`config.mk`:
```
export PLATFORM = sky130hd
export DESIGN_NAME = fifo_uart_tx_flat
export DESIGN_NICKNAME = d
export VERILOG_FILES = /design/src/rtl/fifo_uart_tx_pkg.sv /design/src/rtl/fifo_uart_tx_if.sv /design/src/rtl/fifo_uart_tx_baud.sv /design/src/rtl/fifo_uart_tx.sv /design/src/flat_wrapper.sv
export SDC_FILE = /design/constraint.sdc
export NUM_CORES = 1
export LEC_CHECK = 0
export CORE_ASPECT_RATIO = 0.9
export CORE_MARGIN = 2
export CORE_UTILIZATION = 50
export DETAILED_ROUTE_END_ITERATION = 6
export PLACE_DENSITY = 0.87
export SYNTH_ARGS = -nofsm -noshare
export SYNTH_HDL_FRONTEND = slang
export SYNTH_HIERARCHICAL = 1
export SYNTH_SLANG_ARGS = --single-unit
```
`constraint.sdc`:
```
create_clock -name clk -period 5.4 [get_ports clk]
set_input_delay 1.08 -clock clk [delete_from_list [all_inputs] [get_ports clk]]
set_output_delay 1.08 -clock clk [all_outputs]
set_load 0.01 [all_outputs]
```
`src/rtl/fifo_uart_tx_pkg.sv`:
```
// Shared types and configuration helpers for the FIFO-fed UART transmitter.
package fifo_uart_pkg;

  typedef enum logic [2:0] {
    IDLE,
    FETCH,
    LOAD,
    START,
    DATA,
    PARITY,
    STOP
  } state_t;

  localparam int unsigned MIN_CLKS_PER_BIT = 2;

  function automatic int unsigned FRAME_BITS(input int unsigned width,
                                             input int unsigned parity_en,
                                             input int unsigned stop_bits);
    return 1 + width + parity_en + stop_bits;
  endfunction

  function automatic bit cfg_ok(input int unsigned clks_per_bit,
                                input int unsigned stop_bits);
    return (clks_per_bit >= MIN_CLKS_PER_BIT) && (stop_bits == 1 || stop_bits == 2);
  endfunction

endpackage

```
`src/rtl/fifo_uart_tx_if.sv`:
```
// FIFO read-port bundle between syncfifo (slave) and its drain stage (master).
interface fifo_uart_tx_if #(
  parameter int unsigned WIDTH = 8
);
  logic             fifo_empty;
  logic [WIDTH-1:0] fifo_rdata;
  logic             fifo_rd_en;

  modport master (input fifo_empty, input fifo_rdata, output fifo_rd_en);
  modport slave  (output fifo_empty, output fifo_rdata, input fifo_rd_en);
endinterface

```
`src/rtl/fifo_uart_tx_baud.sv`:
```
// Bit-period divider: counts 0..CLKS_PER_BIT-1 and ticks on the terminal count.
module baud_counter #(
  parameter int unsigned CLKS_PER_BIT = 16
) (
  input  logic clk,
  input  logic rst,
  input  logic clear,
  output logic bit_tick
);
  localparam int unsigned CW = $clog2(CLKS_PER_BIT);

  logic [CW-1:0] cnt;

  assign bit_tick = (cnt == CW'(CLKS_PER_BIT - 1));

  always_ff @(posedge clk) begin
    if (rst || clear || bit_tick) begin
      cnt <= '0;
    end else begin
      cnt <= cnt + 1'b1;
    end
  end
endmodule

```
`src/rtl/fifo_uart_tx.sv`:
```
// Drains a synchronous FIFO one byte at a time and serializes each byte as a
// UART frame: start, WIDTH data bits LSB-first, optional even parity, stop bit(s).
module fifo_uart_tx
  import fifo_uart_pkg::*;
#(
  parameter int unsigned WIDTH        = 8,
  parameter int unsigned CLKS_PER_BIT = 16,
  parameter int unsigned PARITY_EN    = 0,
  parameter int unsigned STOP_BITS    = 1
) (
  input  logic                  clk,
  input  logic                  rst,
  input  logic                  enable,
  fifo_uart_tx_if.master        fifo,
  output logic                  tx,
  output logic                  busy,
  output logic                  frame_done,
  output logic [15:0]           byte_count
);
  localparam int unsigned BCW = $clog2(FRAME_BITS(WIDTH, PARITY_EN, STOP_BITS));

  if (!cfg_ok(CLKS_PER_BIT, STOP_BITS)) begin : g_cfg_err
    $error("fifo_uart_tx: CLKS_PER_BIT must be >= 2 and STOP_BITS 1 or 2");
  end

  state_t           state, state_next;
  logic [BCW-1:0]   bit_cnt;
  logic [WIDTH-1:0] shift;
  logic             parity;
  logic             bit_tick;
  logic             state_chg;
  logic             last_stop;

  // Both counters restart on every state entry so each state times itself.
  assign state_chg = (state_next != state);

  baud_counter #(.CLKS_PER_BIT(CLKS_PER_BIT)) u_baud (
    .clk      (clk),
    .rst      (rst),
    .clear    (state_chg),
    .bit_tick (bit_tick)
  );

  always_ff @(posedge clk) begin
    if (rst) begin
      state      <= IDLE;
      bit_cnt    <= '0;
      shift      <= '0;
      parity     <= 1'b0;
      frame_done <= 1'b0;
      byte_count <= '0;
    end else begin
      state      <= state_next;
      frame_done <= last_stop;
      if (last_stop) begin
        byte_count <= byte_count + 16'd1;
      end
      if (state_chg) begin
        bit_cnt <= '0;
      end else if (bit_tick) begin
        bit_cnt <= bit_cnt + 1'b1;
      end
      if (state == LOAD) begin
        shift  <= fifo.fifo_rdata;
        parity <= ^fifo.fifo_rdata;
      end else if (state == DATA && bit_tick) begin
        shift <= shift >> 1;
      end
    end
  end

  always_comb begin
    state_next = state;
    last_stop  = 1'b0;
    unique case (state)
      IDLE:   if (enable && !fifo.fifo_empty) state_next = FETCH;
      FETCH:  state_next = LOAD;
      LOAD:   state_next = START;
      START:  if (bit_tick) state_next = DATA;
      DATA:   if (bit_tick && bit_cnt == BCW'(WIDTH - 1))
                state_next = (PARITY_EN != 0) ? PARITY : STOP;
      PARITY: if (bit_tick) state_next = STOP;
      STOP:   if (bit_tick && bit_cnt == BCW'(STOP_BITS - 1)) begin
                state_next = IDLE;
                last_stop  = 1'b1;
              end
      default: state_next = IDLE;
    endcase
  end

  // All handshake outputs decode straight from the state register.
  always_comb begin
    tx = 1'b1;
    unique case (state)
      START:   tx = 1'b0;
      DATA:    tx = shift[0];
      PARITY:  tx = parity;
      default: tx = 1'b1;
    endcase
  end

  assign fifo.fifo_rd_en = (state == FETCH);
  assign busy            = (state != IDLE);
endmodule

```
`src/flat_wrapper.sv`:
```
// flat-port wrapper written by rule: the top's interface ports become plain ports
module fifo_uart_tx_flat import fifo_uart_pkg::*;
#(
  parameter int unsigned WIDTH        = 8,
  parameter int unsigned CLKS_PER_BIT = 16,
  parameter int unsigned PARITY_EN    = 0,
  parameter int unsigned STOP_BITS    = 1
)
  (clk, rst, enable, tx, busy, frame_done, byte_count, fifo_fifo_empty, fifo_fifo_rdata, fifo_fifo_rd_en);
  fifo_uart_tx_if #(.WIDTH(WIDTH)) fifo_i ();
  input  logic clk;
  input  logic rst;
  input  logic enable;
  output logic tx;
  output logic busy;
  output logic frame_done;
  output logic [15:0] byte_count;
  input wire logic [$bits(fifo_i.fifo_empty)-1:0] fifo_fifo_empty;
  input wire logic [$bits(fifo_i.fifo_rdata)-1:0] fifo_fifo_rdata;
  output wire logic [$bits(fifo_i.fifo_rd_en)-1:0] fifo_fifo_rd_en;
  assign fifo_i.fifo_empty = fifo_fifo_empty;
  assign fifo_i.fifo_rdata = fifo_fifo_rdata;
  assign fifo_fifo_rd_en = fifo_i.fifo_rd_en;
  fifo_uart_tx #(.WIDTH(WIDTH), .CLKS_PER_BIT(CLKS_PER_BIT), .PARITY_EN(PARITY_EN), .STOP_BITS(STOP_BITS)) u_core (.clk(clk), .rst(rst), .enable(enable), .fifo(fifo_i), .tx(tx), .busy(busy), .frame_done(frame_done), .byte_count(byte_count));
endmodule
```
==> qor.yml <==
hold_path_class: "flip-flop to flip-flop"
ys_seq_elements: 37
cp.required_ns: 4.32
die_w_um: 68.9
finalMaxSlewViolations: 0
clk_pin_slew_ns: 0.07
io_pins: 32
fill_cells: 331
arrival_ns: 1.87
yosysMostFrequentCell: "dfxtp_1"
initial_core_util_pct: 51.6
drt-total-wl_mm: 3.76
seq_area_um2: 741
ys_types: 45
drc: 0
p_per_area_mw_per_mm2: 220
dr.first_iter.drc_count: 114
ys_top_cells_by_area: "dfxtp_1, mux2i_1, xnor2_1, a211oi_1, nor2_1"
viasPerCell: 5.56
crit_chain: "nand3b_1 -> a21boi_0 -> clkdlybuf4s50_1"
drtPass1Iterations: 4
post_cts_resized: 0
p_switching_mw: 0.110
setup_tns_ns: 0
hold_ws_ns: 0.461
syn2layout_area_growth_pct: 20.6
netlist_instances: 215
ys_async_sr_fraction_pct: 0
num_rows: 21
gr-total-overflow: 0
cts_hold_buf: 0
synth_warnings: 6
cts_tree: "done"
drive_above_1_share_pct: 4.98
power_mw: 0.504
die_h_um: 62.4
leakage_nw: 0.764
switching_share_pct: 21.8
numCtsBuffers: 5
ant_nets: 0
post_cts_buffers: 0
syn-mean-instance-area_um2: 8.82
pwr-share-seq_pct: 55.0
syn_nets: 231
synth-main-ff-cell: "dfxtp_1"
finalCritPeriodShare_pct: 54.7
worstSetupPathType: "flip-flop to output pin"
dpl.hpwl_mm: 2.66
clock_latency_ns: 0.29
clk_path_buf_depth: 2
max_slew_margin_pct: 21.5
max_freq_mhz: 339
yosysSeqAreaShare_pct: 39.1
syn_area_mm2: 0.00190
cts.sinks: 37
dieArea_mm2: 0.00430
synth_edf_count: 0
fin_nets: 257
rsz0062_at_grt: "no"
place_congestion: 0.880
multiInputGateArea_mm2: 0.00107
grt_antenna_before_repair: 0
yosysTopAreaCellShare_pct: 39.1
ys_top_cells_by_count: "dfxtp_1, nor2_1, a21oi_1"
grt_pass1_vias: 1464
cp_slowest_stage_delay_ns: 0.62
antenna_cells: 0
grt_max_degree: 33
tightest_slew_ns: 1.17
grt_pass1_wl_mm: 6.35
clkPwrFrac_pct: 38.2
grtUsageTotal_pct: 19.5
slowest_stage: "dfxtp_1"
vias: 1595
start_kind: "flip-flop"
hold_viol_final: 0
cts_root_buffer: "clkbuf_8"
p_comb_share_pct: 6.8
intPower_mw: 0.394
worstPathMaxFanout: 17
critPathCaptureType: "output pin"
setup_viol: 0
core_area_mm2: 0.00368
io_buffers: 31
skew_ns: 0.00359
period_minus_slack_ns: 2.95
yosys.area.top_type: "dfxtp_1"
h-tree-depth: 2
status: "complete, no violations"
wire_per_inst_um: 13.1
peakVddDrop_mv: 0.119
maxCapViolCount: 0
==> path summary, 6_finish.rpt <==
kind / endpoint / cells past startpoint / slack (ns) / start
setup / recovery: tx / 3 / 2.45 / u_core/state[2]$_SDFF_PP0_
hold / removal: u_core/u_baud/cnt[0]$_SDFF_PP0_ / 1 / 0.46 / u_core/u_baud/cnt[0]$_SDFF_PP0_
setup reg to reg: u_core/byte_count[14]$_SDFFE_PP0P_ / 7 / 2.74 / u_core/u_baud/cnt[0]$_SDFF_PP0_
hold reg to reg: u_core/u_baud/cnt[0]$_SDFF_PP0_ / 1 / 0.46 / u_core/u_baud/cnt[0]$_SDFF_PP0_
==> cells by family (layout without fill, tap and decap cells) <==
family	Yosys count	in the layout	synth area share, %
xor+xnor	17	17	7.85
compound gates	46	46	15.6
buf+inv	19	45	4.68
simple gates	81	81	24.3
mux	11	11	5.80
fa+ha+maj	4	4	2.64
flops	37	37	39.1
==> metal layers <==
metal	track usage, %	up-vias	wire length, µm
li1	-	825	-
met1	25.0	737	1790
met2	29.9	27	1760
met3	6.67	6	154
met4	7.60	0	54
met5	0	-	0
==> final cells by class <==
cell class	instances	area share [%]
repair buffers	31	13.6
multi-input cells	159	46.6
well taps	46	2.52
flip-flops and latches	37	32.4
clock buffers	7	3.77
inverters	7	1.15
==> metrics by stage <==
| stage | worst slack (ns) | area (µm²) | util (%) | cells |
|---|---|---|---|---|
| 6_report | 2.45 | 2290 | 62.2 | 287 |
| 5_1_grt | 2.33 | 2290 | 62.2 | 287 |
| 4_1_cts | 2.42 | 2290 | 62.2 | 287 |
| 3_5_place_dp | 2.53 | 2200 | 59.9 | 280 |
| 3_3_place_gp | 2.50 | 2200 | 59.9 | 280 |
| 2_1_floorplan | 3.20 | 1900 | - | 215 |
==> power groups by stage <==
| stage | logic (mW) | clock network, mW | registers (mW) |
|---|---|---|---|
| 2_1_floorplan | 0.0202 | 0 | 0.282 |
| 3_3_place_gp | 0.0337 | 0 | 0.283 |
| 3_5_place_dp | 0.0339 | 0 | 0.283 |
| 4_1_cts | 0.0344 | 0.199 | 0.277 |
| 5_1_grt | 0.0380 | 0.210 | 0.277 |
| 6_report | 0.0343 | 0.193 | 0.277 |
==> critical path, delay by kind of cell (launching register included) <==
| kind | cells | cell delay [ns] |
|---|---|---|
| flip-flops | 1 | 0.62 |
| AO/OA/AOI/OAI | 1 | 0.21 |
| buffers and inverters | 1 | 0.57 |
| AND/OR/NAND/NOR | 1 | 0.19 |
==> sequential cells by signal (all words and copies together), names as in the netlist <==
name,count
u_core/bit_cnt,4
u_core/byte_count,16
u_core/frame_done,1
u_core/parity,1
u_core/shift,8
u_core/state,3
u_core/u_baud/cnt,4
==> cell usage in the layout (no fill, tap or decap), types with 2 or more instances in the layout <==
cell type | Yosys | layout
o31ai_1 | 5 | 5
mux2i_1 | 11 | 11
ha_1 | 4 | 4
nand3_1 | 9 | 9
o21ai_0 | 7 | 7
nand2_1 | 10 | 10
nor2b_1 | 3 | 3
nand4_1 | 5 | 5
nor2_2 | 2 | 2
inv_1 | 7 | 7
or3_1 | 8 | 8
a211oi_1 | 11 | 11
a21oi_1 | 15 | 15
and2_1 | 2 | 2
nand3b_1 | 2 | 2
nor2_1 | 21 | 21
and3_1 | 2 | 2
or4_1 | 4 | 4
clkbuf_8 | 0 | 6
and4_1 | 2 | 2
dfxtp_1 | 37 | 37
xor2_1 | 7 | 7
clkdlybuf4s50_1 | 0 | 31
xnor2_1 | 10 | 10
Power figures use the tool's default switching activity.
==> edit: new RTL, same flow settings <==
Re-encode `state_t` (7 states) as Gray code, 3 bits wide.
--- a/src/rtl/fifo_uart_tx_pkg.sv
+++ b/src/rtl/fifo_uart_tx_pkg.sv
@@ -4,9 +4,9 @@
   typedef enum logic [2:0] {
-    IDLE,
-    FETCH,
-    LOAD,
-    START,
-    DATA,
-    PARITY,
-    STOP
+    IDLE   = 3'b000,
+    FETCH  = 3'b001,
+    LOAD   = 3'b011,
+    START  = 3'b010,
+    DATA   = 3'b110,
+    PARITY = 3'b111,
+    STOP   = 3'b101
   } state_t;
Check against the original RTL: no difference found for any inputs over 10 cycles, from zero or initial values and one cycle with rst high; not proved beyond that.
==> edit against the unedited design <==
Synthesized area fell by 3.5%. Final area fell by 2.7%. Count of clock-buffer cells in the layout is the same. Via count up 3.2%. Register-to-register slack worse by 0.04 ns. Total power rose by 3.4%. Worst setup slack worse by 0.092 ns. Sequential cell count did not move. Wire length rose by 2.4%. Critical path type unchanged.
==> edit: results (changes against the unedited design) <==
Arr. time, crit path=1.97 ns (was 1.87 ns); number of antenna cells inserted=0 (unchanged); wire length of the first global-routing pass=6.40 mm (was 6.35 mm); maximum cell stage delay along the critical path=0.68 ns (was 0.62 ns); portion of the post-synthesis area used by sequential elements=40.5% (was 39.1%); starting DRC count in detailed routing=152 (was 114); Adder-Cell Fraction of Synth Area=2.73% (was 2.64%); # resized after CTS=0 (unchanged); Clock transition at path regs=0.07 ns (about the same); run status=finished, final reports clean (unchanged); pre-CTS setup slack=2.50 ns (was 2.53 ns); mean area per synthesized cell=8.47 um^2 (was 8.82 um^2); worst slew slack as a fraction of its limit=42.3% (was 21.5%); Num CTS Buffers=5 (unchanged); Total Nets Final=256 (was 257); vias in the first global route=1453 (was 1464); Clk Latency, worst-skew pair=0.29 ns (about the same); Seq pwr share=54.5% (was 55.0%); antenna violations before repair=0 (unchanged); Placement Cell Area=2140 um^2 (was 2200 um^2); commonest cells in the netlist=sky130_fd_sc_hd__dfxtp_1 (37), sky130_fd_sc_hd__a21oi_1 (20), sky130_fd_sc_hd__nor2_1 (18) (was sky130_fd_sc_hd__dfxtp_1 (37), sky130_fd_sc_hd__nor2_1 (21), sky130_fd_sc_hd__a21oi_1 (15)); share of cell area taken by muxes after synthesis=1.09% (was 5.80%); switching share of total power=22.6% (was 21.8%); largest fanout of any net on the critical path=19 (was 17); Clock Skew=0.00834 ns (was 0.00359 ns); largest net degree at the start of global routing=37 (was 33); post-synthesis xor/xnor area fraction=8.61% (was 7.85%); DR WL/cell=13.5 um (was 13.1 um); type of the tightest min-delay check=reg -> reg (unchanged); Total Wirelength=3.85 mm (was 3.76 mm); maximum VDD drop=0.000158 V (was 0.000119 V); # fillers=291 (was 331); area occupied by multi-input gates=1000 um^2 (was 1070 um^2); clock root buffer master=sky130_fd_sc_hd__clkbuf_8 (unchanged); routability congestion estimate=0.771 (was 0.880); static leakage=0.743 nW (was 0.764 nW); cell internal pwr=0.403 mW (was 0.394 mW); ranking of synthesized cells by area=sky130_fd_sc_hd__dfxtp_1 (40%), sky130_fd_sc_hd__xnor2_1 (6.2%), sky130_fd_sc_hd__a21oi_1 (5.5%) (was sky130_fd_sc_hd__dfxtp_1 (39%), sky130_fd_sc_hd__mux2i_1 (5.8%), sky130_fd_sc_hd__xnor2_1 (4.6%)); fraction of the mapped netlist area in compound gates=17.1% (was 15.6%); distinct cell type count of the synthesized netlist=42 (was 45); estimated wirelength of the detail-placed design=2.63 mm (was 2.66 mm); total routing usage reported by global routing=20.9% (was 19.5%); fraction of layout cells with a size suffix above 1=4.17% (was 4.98%); synthesized net count=232 (was 231); overall via count from detail_route=1646 (was 1595); combinational cell power=0.0471 mW (was 0.0343 mW)
[edit: cell types whose count changed after synthesis, sizes merged, moves of 5 or more]
cell	unedited run	this run
mux2i	11	2
nand2	11	16
a21oi	15	20
a22oi	0	9
a211oi	11	2
nor3	2	7
[edit: path summary, 6_finish.rpt]
check,slack [ns],to,cells after the start
min reg2reg,0.45,u_core/u_baud/cnt[0],1
max,2.35,tx,4
min,0.45,u_core/u_baud/cnt[0],1
max reg2reg,2.70,u_core/byte_count[15],7
[edit: routing by layer]
metal | GRT usage (%) | routed length [um]
met5 | 0 | 0
met4 | 7.71 | 15
met1 | 26.5 | 1830
met3 | 6.58 | 158
met2 | 33.9 | 1840
[edit: cell type report]
type	instances	area share, %
multi-input combinational	157	44.9
sequential	37	33.3
timing repair buffer	32	14.3
clock buffer	7	3.88
tap	44	2.47
inverter	7	1.18
